### src/rtl/sdram_arbit.sv
// sdram_arbit: sole owner of the SDRAM pins; runs power-up init, then arbitrates
// refresh > write > read and generates the periodic refresh request.
module sdram_arbit #(
    parameter int REF_PERIOD = 390,
    parameter int TRP_CYC    = 4
) (
    input  logic        sys_clk,
    input  logic        sys_rst,
    input  logic        init_end,
    input  logic [3:0]  init_cmd,
    input  logic [11:0] init_addr,
    input  logic [1:0]  init_ba,
    output logic        aref_en,
    input  logic        aref_end,
    input  logic [3:0]  aref_cmd,
    input  logic [11:0] aref_addr,
    output logic        ref_req,
    input  logic        wr_req,
    input  logic        rd_req,
    output logic        wr_en,
    output logic        rd_en,
    input  logic        wr_end,
    input  logic        rd_end,
    input  logic [3:0]  wr_cmd,
    input  logic [11:0] wr_addr,
    input  logic [1:0]  wr_ba,
    input  logic [3:0]  rd_cmd,
    input  logic [11:0] rd_addr,
    input  logic [1:0]  rd_ba,
    input  logic [15:0] wr_dq,
    input  logic        wr_dq_oe,
    output logic [3:0]  sdram_cmd,
    output logic [11:0] sdram_addr,
    output logic [1:0]  sdram_ba,
    output logic [15:0] sdram_dq_out,
    output logic        sdram_dq_oe
);
    localparam logic [3:0] NOP = 4'b0111, PRECHARGE = 4'b0010;
    localparam int CW = REF_PERIOD > 1 ? $clog2(REF_PERIOD) : 1;
    localparam int TW = TRP_CYC > 1 ? $clog2(TRP_CYC) : 1;

    typedef enum logic [2:0] {INIT, ARBIT, AREF, WRITE, READ, YIELD} state_t;

    state_t        state, nxt;
    logic [CW-1:0] ref_cnt;
    logic [TW-1:0] trp_cnt;
    logic          yield_src;
    logic          wrap, use_wr, use_rd;

    assign wrap   = state != INIT && ref_cnt == CW'(REF_PERIOD - 1);
    assign use_wr = state == WRITE || (state == YIELD && !yield_src);
    assign use_rd = state == READ || (state == YIELD && yield_src);

    // A client yields to refresh by issuing PRECHARGE; its *_end still wins.
    always_comb begin
        nxt = state;
        case (state)
            INIT:    nxt = init_end ? ARBIT : INIT;
            ARBIT:   nxt = ref_req ? AREF : wr_req ? WRITE : rd_req ? READ : ARBIT;
            AREF:    nxt = aref_end ? ARBIT : AREF;
            WRITE:   nxt = wr_end ? ARBIT : (ref_req && wr_cmd == PRECHARGE) ? YIELD : WRITE;
            READ:    nxt = rd_end ? ARBIT : (ref_req && rd_cmd == PRECHARGE) ? YIELD : READ;
            YIELD:   nxt = trp_cnt == TW'(TRP_CYC - 1) ? ARBIT : YIELD;
            default: nxt = INIT;
        endcase
    end

    always_ff @(posedge sys_clk or negedge sys_rst)
        if (!sys_rst) begin
            state     <= INIT;
            ref_cnt   <= '0;
            trp_cnt   <= '0;
            yield_src <= 1'b0;
            ref_req   <= 1'b0;
            aref_en   <= 1'b0;
            wr_en     <= 1'b0;
            rd_en     <= 1'b0;
        end else begin
            state   <= nxt;
            aref_en <= nxt == AREF;
            wr_en   <= nxt == WRITE;
            rd_en   <= nxt == READ;
            ref_cnt <= (state == INIT || wrap) ? '0 : ref_cnt + 1'b1;
            ref_req <= wrap | (ref_req & ~aref_end);
            trp_cnt <= state == YIELD ? trp_cnt + 1'b1 : '0;
            if (nxt == YIELD && state != YIELD)
                yield_src <= state == READ;
        end

    assign {sdram_cmd, sdram_addr, sdram_ba} =
        state == INIT ? {init_cmd, init_addr, init_ba} :
        state == AREF ? {aref_cmd, aref_addr, 2'b00} :
        use_wr        ? {wr_cmd, wr_addr, wr_ba} :
        use_rd        ? {rd_cmd, rd_addr, rd_ba} : {NOP, 12'd0, 2'd0};

    assign sdram_dq_out = wr_dq;
    assign sdram_dq_oe  = use_wr & wr_dq_oe;
endmodule
### config.mk
export PLATFORM = sky130hd
export DESIGN_NAME = sdram_arbit
export DESIGN_NICKNAME = d
export VERILOG_FILES = /design/src/rtl/sdram_arbit.sv
export SDC_FILE = /design/constraint.sdc
export NUM_CORES = 1
export LEC_CHECK = 0
export BUFFER_PORTS_ARGS = -buffer_cell sky130_fd_sc_hd__buf_2
export CAP_MARGIN = 20
export CELL_PAD_IN_SITES_DETAIL_PLACEMENT = 0
export CELL_PAD_IN_SITES_GLOBAL_PLACEMENT = 1
export CORE_UTILIZATION = 30
export DETAILED_ROUTE_END_ITERATION = 16
export GPL_ROUTABILITY_DRIVEN = 1
export PLACE_DENSITY = 0.94
export SYNTH_ARGS = -nofsm -noshare
export SYNTH_HDL_FRONTEND = slang
export SYNTH_SLANG_ARGS = --single-unit
### constraint.sdc
create_clock -name sys_clk -period 4.6 [get_ports sys_clk]
set_clock_uncertainty 0.15 [all_clocks]
set_input_delay 0.69 -clock sys_clk [delete_from_list [all_inputs] [get_ports sys_clk]]
set_output_delay 0.69 -clock sys_clk [all_outputs]
set_load 0.005 [all_outputs]
==> flow_summary.ini, run 1 <==
[sta]
slew_violations = 0
max_freq_mhz = 276
tns_ns = 0
fin_crit_sh_pct = 78.8
worst_pin_slew_ns = 0.998
layout_min_cycle_time_ns = 3.62
hold_ws_ns = 0.209
relSlewSlack_pct = 33.3
final_hold_viol_count = 0
rsz0062_at_grt = false
finalSetupViolCount = 0

[placement]
hpwl_um = 4350
place_inst = 382
port_buffers = 101
place.gp.congestion = 0.772

[cts]
cts.clk_slew.worst_paths_ns = 0.07
cts_tree = done
cts_hold_buf = 0
cts-root-buf = clkbuf_8
ctsLongestPathBuffers = 2
h-tree-depth = 1
cts-resized-gates = 0
cts.sinks = 19
cts.repair_timing.setup_buffer_count = 0
cts_buffers = 3
insertion_delay_ns = 0.25

[drt]
wirelength_um = 5690
drc = 0
first_pass_iters = 4
initialDrtViolationCount = 89
routedWlPerCell_um = 14.7
ant_nets = 0
vias = 2030
viasPerCell = 5.26

[job]
cap_violations = 0

[setup_path]
cp.required_ns = 3.76
critPathKind = flop to output pin
slowest_delay_ns = 0.85
path_delay_family = simple AND/OR/NAND/NOR gates
rr_worst_depth = 4
worst-path-stages = 4
startpoint_type = flop
ff2ff_setup_slack_ns = 1.94
worstReg2RegEnd = yield_src
timing.rr.start = state[1]
cp_slowest_cell = nor2b_1
cp_max_fo = 25
path_cells = nor2b_1, o21ai_0, o221a_2, buf_2
arrival_ns = 2.78
cp_num_buf_inv = 1
end_kind = output pin

[grt]
grt_pass1_wl_um = 8250
grt-ovfl-total = 0
grt_pass1_vias = 1722
grt_use_total_pct = 16.2
antenna_found_initial = 0
grt_max_degree = 26

[finish]
drive_above_1_share_pct = 37.6
area_delta_synth_final_pct = 23.7
nNetsFinal = 410
fin_cells = 386
antenna_cells = 0

[power_and_ir_drop]
seqPwrFrac_pct = 27.8
pwr_density_cell_nw_per_um2 = 473
clock_power_share_pct = 10.6
switching_share_pct = 45.9
ir_worst_vdd_mv = 0.164
p_comb_share_pct = 61.6
p_switching_uw = 500
p_leak_uw = 0.00111
internal_power_uw = 589

[die]
die_x_um = 80.8
fp.dieArea_um2 = 6520
fp.coreArea_um2 = 5960
rows = 28
ios = 134
start_util_pct = 31.2
dieHeight_um = 80.8

[status]
status = complete, no violations

[logic_synthesis]
synthesis.area_um2 = 1860
ys_ff_latch = 19
synthesis.nets = 335
yosys_warnings = 0
synth-edff-count = 0
ys_types = 46
syn-instance-count = 237
ys_seq_area_share_pct = 25.6
avgSynthCellArea_um2 = 7.85
synthArstFlopShare_pct = 100
synthFlopType = dfrtp_1

[hold_path]
hold_class = input port to async pin
==> placed cells by master (no fill, tap or decap), types with 2 or more instances in the layout <==
master / n
xnor2_1: 5
xor2_1: 2
ha_1: 3
o221a_2: 3
and3_1: 2
mux2i_1: 5
a22o_1: 13
buf_2: 101
nand2b_1: 3
clkbuf_8: 3
nor3_1: 2
inv_1: 10
nor2b_1: 5
nand3b_1: 12
dfrtp_1: 19
nor2_1: 17
a21oi_1: 25
nand2_1: 25
nand3_1: 3
a22oi_1: 2
a221oi_1: 12
o21ai_0: 17
==> final cells by class <==
cell class,count,area (µm²)
timing repair buffer,102,513
tap,75,93.8
sequential,19,475
fill,632,3650
multi-input combinational,176,1140
inverter,10,37.5
clock inverter,1,5.00
clock buffer,3,41.3
==> sequential cells by signal, indices dropped and copies added, names as in the netlist <==
name / cells
ref_req: 1
aref_en: 1
state: 3
rd_en: 1
trp_cnt: 2
yield_src: 1
ref_cnt: 9
wr_en: 1
==> worst max-delay path by stage <==
stage / from / endpoint / slack [ns]
after floorplan: state[2] / sdram_addr[10] / 2.47
after global placement: state[2] / sdram_cmd[1] / 1.31
after detailed placement: state[2] / sdram_cmd[1] / 1.26
after CTS: state[2] / sdram_cmd[1] / 0.96
after global routing: state[2] / sdram_cmd[0] / 0.81
final: state[2] / sdram_cmd[1] / 0.98
==> routing by layer <==
metal	vias to the layer above	share of wire, %	global-route usage, %
li1	995	-	-
met1	940	42	20.4
met2	81	48	27.5
met3	14	8.0	2.70
met4	0	1.5	6.25
met5	-	0	0
==> cell usage after synthesis (3+ instances only) <==
| cell | n | share of area, % |
|---|---|---|
| a21oi_1 | 25 | 6.7 |
| a221oi_1 | 12 | 5.6 |
| a22o_1 | 13 | 6.1 |
| buf_2 | 8 | 2.2 |
| buf_4 | 17 | 6.9 |
| clkbuf_1 | 4 | 0.81 |
| dfrtp_1 | 19 | 26 |
| ha_1 | 3 | 2.0 |
| inv_1 | 10 | 2.0 |
| mux2i_1 | 5 | 2.7 |
| nand2_1 | 25 | 5.0 |
| nand2b_1 | 3 | 1.0 |
| nand3_1 | 3 | 0.81 |
| nand3b_1 | 12 | 4.8 |
| nor2_1 | 17 | 3.4 |
| nor2b_1 | 5 | 1.7 |
| o21ai_0 | 17 | 4.6 |
| o221a_2 | 3 | 1.8 |
| xnor2_1 | 5 | 2.4 |
==> power groups by stage <==
stage | combinational [µW] | clock (µW) | sequential, µW
floorplan | 526 | 0 | 240
global placement | 668 | 0 | 301
detailed placement | 675 | 0 | 304
CTS | 680 | 118 | 302
global route | 759 | 126 | 313
finish | 671 | 116 | 302
==> through the flow <==
step	setup WS [ns]	area (µm²)	util (%)	power [µW]
3_3_place_gp	1.31	2260	37.9	968
6_report	0.977	2300	38.7	1090
4_1_cts	0.963	2300	38.7	1100
5_1_grt	0.809	2300	38.7	1200
3_5_place_dp	1.26	2260	37.9	980
2_1_floorplan	2.47	1860	-	766
==> logic make-up after synthesis <==
| logic type | after synthesis | share of synthesized area [%] |
|---|---|---|
| AOI/OAI and AO/OA | 83 | 31.0 |
| xor gates and xnor gates | 7 | 3.30 |
| adders and majority gates | 3 | 2.02 |
| buffers and inverters | 42 | 13.4 |
| DFF | 19 | 25.6 |
| muxes | 5 | 2.69 |
| and+or+nand+nor | 78 | 22.1 |
Note: power is estimated with default switching activity, not from simulation.
==> run 2: changes to the inputs <==
--- a/config.mk
+++ b/config.mk
@@ -9,10 +9,10 @@
 export CAP_MARGIN = 20
 export CELL_PAD_IN_SITES_DETAIL_PLACEMENT = 0
 export CELL_PAD_IN_SITES_GLOBAL_PLACEMENT = 1
-export CORE_UTILIZATION = 30
+export CORE_UTILIZATION = 25
 export DETAILED_ROUTE_END_ITERATION = 16
 export GPL_ROUTABILITY_DRIVEN = 1
-export PLACE_DENSITY = 0.94
+export PLACE_DENSITY = 0.85
 export SYNTH_ARGS = -nofsm -noshare
 export SYNTH_HDL_FRONTEND = slang
 export SYNTH_SLANG_ARGS = --single-unit
==> constraint.sdc (replaced) <==
create_clock -name sys_clk -period 3.3 [get_ports sys_clk]
set_clock_uncertainty 0.15 [all_clocks]
set_input_delay 0.495 -clock sys_clk [delete_from_list [all_inputs] [get_ports sys_clk]]
set_output_delay 0.495 -clock sys_clk [all_outputs]
set_load 0.005 [all_outputs]
==> run 2 against run 1 <==
  * Utilization decreased by 5.9 points
  * Critical path depth up 1
  * Combinational power increased by 51%
  * First-iteration DRC count is 76% higher
  * Sequential share of layout area fell by 0.51 points
  * Global-route usage decreased by 1.3 points
  * Power grew 43%
  * Critical endpoint is now sdram_ba[0]
  * Highest routed layer unchanged
==> flow_summary.ini, run 2 (synthesis results as in run 1) <==
[drt]
wl_met1_um = 2710
first_pass_iters = 4
dr.max_layer_used = met4
ant_nets = 0
wirelength_um = 5970
wl_met3_um = 401
routedWlPerCell_um = 14.4
vias = 2049
initialDrtViolationCount = 157
wl_met2_um = 2820
viasPerCell = 4.95
drc = 0

[grt]
grt-ovfl-total = 0
antenna_found_initial = 0
grt_use_total_pct = 14.8
grt_pass1_vias = 1862
grt_pass1_wl_um = 9020
grt_max_degree = 22

[finish]
largest_reg_flops = 9
final_cell_mix = buf_2, nand2_1, a21oi_1
regMostFlops = ref_cnt
drive_above_1_share_pct = 38.1
nNetsFinal = 414
final_common_cell = buf_2
reg_top3 = ref_cnt (9), state (3), trp_cnt (2)
antenna_cells = 0
fin_cells = 414
area_delta_synth_final_pct = 26.9

[power_and_ir_drop]
internal_power_uw = 845
p_switching_uw = 712
clock_power_share_pct = 10.4
p_leak_uw = 0.00112
pwr_density_cell_nw_per_um2 = 659
seqPwrFrac_pct = 24.6
p_comb_share_pct = 65.0
switching_share_pct = 45.7
ir_worst_vdd_mv = 0.266
p_total_uw = 1560

[cts]
h-tree-depth = 1
cts_tree = done
cts-root-buf = clkbuf_8
cts.sinks = 19
cts-resized-gates = 0
cts.repair_timing.setup_buffer_count = 0
cts_hold_buf = 0
ctsLongestPathBuffers = 2
cts_buffers = 3
insertion_delay_ns = 0.25
cts.clk_slew.worst_paths_ns = 0.07

[placement]
place.gp.congestion = 0.806
place_inst = 410
hpwl_um = 4660
port_buffers = 101
post-place-ws_ns = 0.591

[die]
start_util_pct = 25.8
rows = 31
fp.dieArea_um2 = 7790
ios = 134
die_x_um = 88.3
fp.coreArea_um2 = 7210
dieHeight_um = 88.3

[setup_path]
rr_worst_depth = 5
arrival_ns = 2.35
worstReg2RegEnd = yield_src
ff2ff_setup_slack_ns = 1.11
end_kind = output pin
timing.rr.start = state[1]
cp.required_ns = 2.65
cp_max_fo = 15
critPathKind = flop to output pin
startpoint_type = flop

[sta]
max_freq_mhz = 334
rsz0062_at_grt = false
layout_min_cycle_time_ns = 2.99
finalSetupViolCount = 0
relSlewSlack_pct = 39.8
worst_pin_slew_ns = 0.900
tns_ns = 0
final_hold_viol_count = 0
slew_violations = 0
worst_slack_ns = 0.306
fin_crit_sh_pct = 90.7

[hold_path]
hold_class = input port to async pin

[job]
cap_violations = 0

[status]
status = complete, no violations
-- run 2: power by group through the flow --
stage	registers, µW	clock network, µW	logic, µW
6_report	382	162	1010
5_1_grt	394	179	1140
4_1_cts	383	166	1020
3_5_place_dp	384	0	1020
3_3_place_gp	380	0	1010
2_1_floorplan	334	0	733
-- run 2: layer usage --
layer  vias up  global-route usage (%)
met1       950                    20.1
met4         0                    2.64
met3         8                    2.43
met2        84                    25.2
li1       1007                       -
met5         -                       0
-- run 2: per-stage QoR --
step                util (%)  hold slack [ns]  area [µm²]
global placement        32.1            0.269        2320
floorplan                  -           0.0494        1860
CTS                     32.7           0.0301        2360
global route            32.7           0.0447        2360
detailed placement      32.1            0.279        2320
finish                  32.7           0.0180        2360
-- run 2: worst max path at each step --
stage                     endpoint  slack (ns)     start  depth (start not counted)
floorplan           sdram_addr[10]        1.37  state[2]                          6
global placement       sdram_ba[0]        0.61  state[0]                          5
detailed placement     sdram_ba[0]        0.59  state[0]                          5
CTS                    sdram_ba[0]        0.29  state[0]                          5
global route           sdram_ba[0]        0.04  state[0]                          5
finish                 sdram_ba[0]        0.31  state[0]                          5
-- run 2: area by class of cell --
class	count	area [µm²]
clock buffers	4	45.0
well taps	99	124
flip-flops and latches	19	475
repair buffers	106	543
multi-input cells	176	1140
fillers	787	4850
inverters	10	37.5
-- run 2: critical path, cell delays in order, from the launching register on --
cell and delay [ns]:
dfrtp_1 0.63, nor2b_1 0.78, nor2_1 0.21, a22oi_1 0.22
o21ai_0 0.10, buf_2 0.14
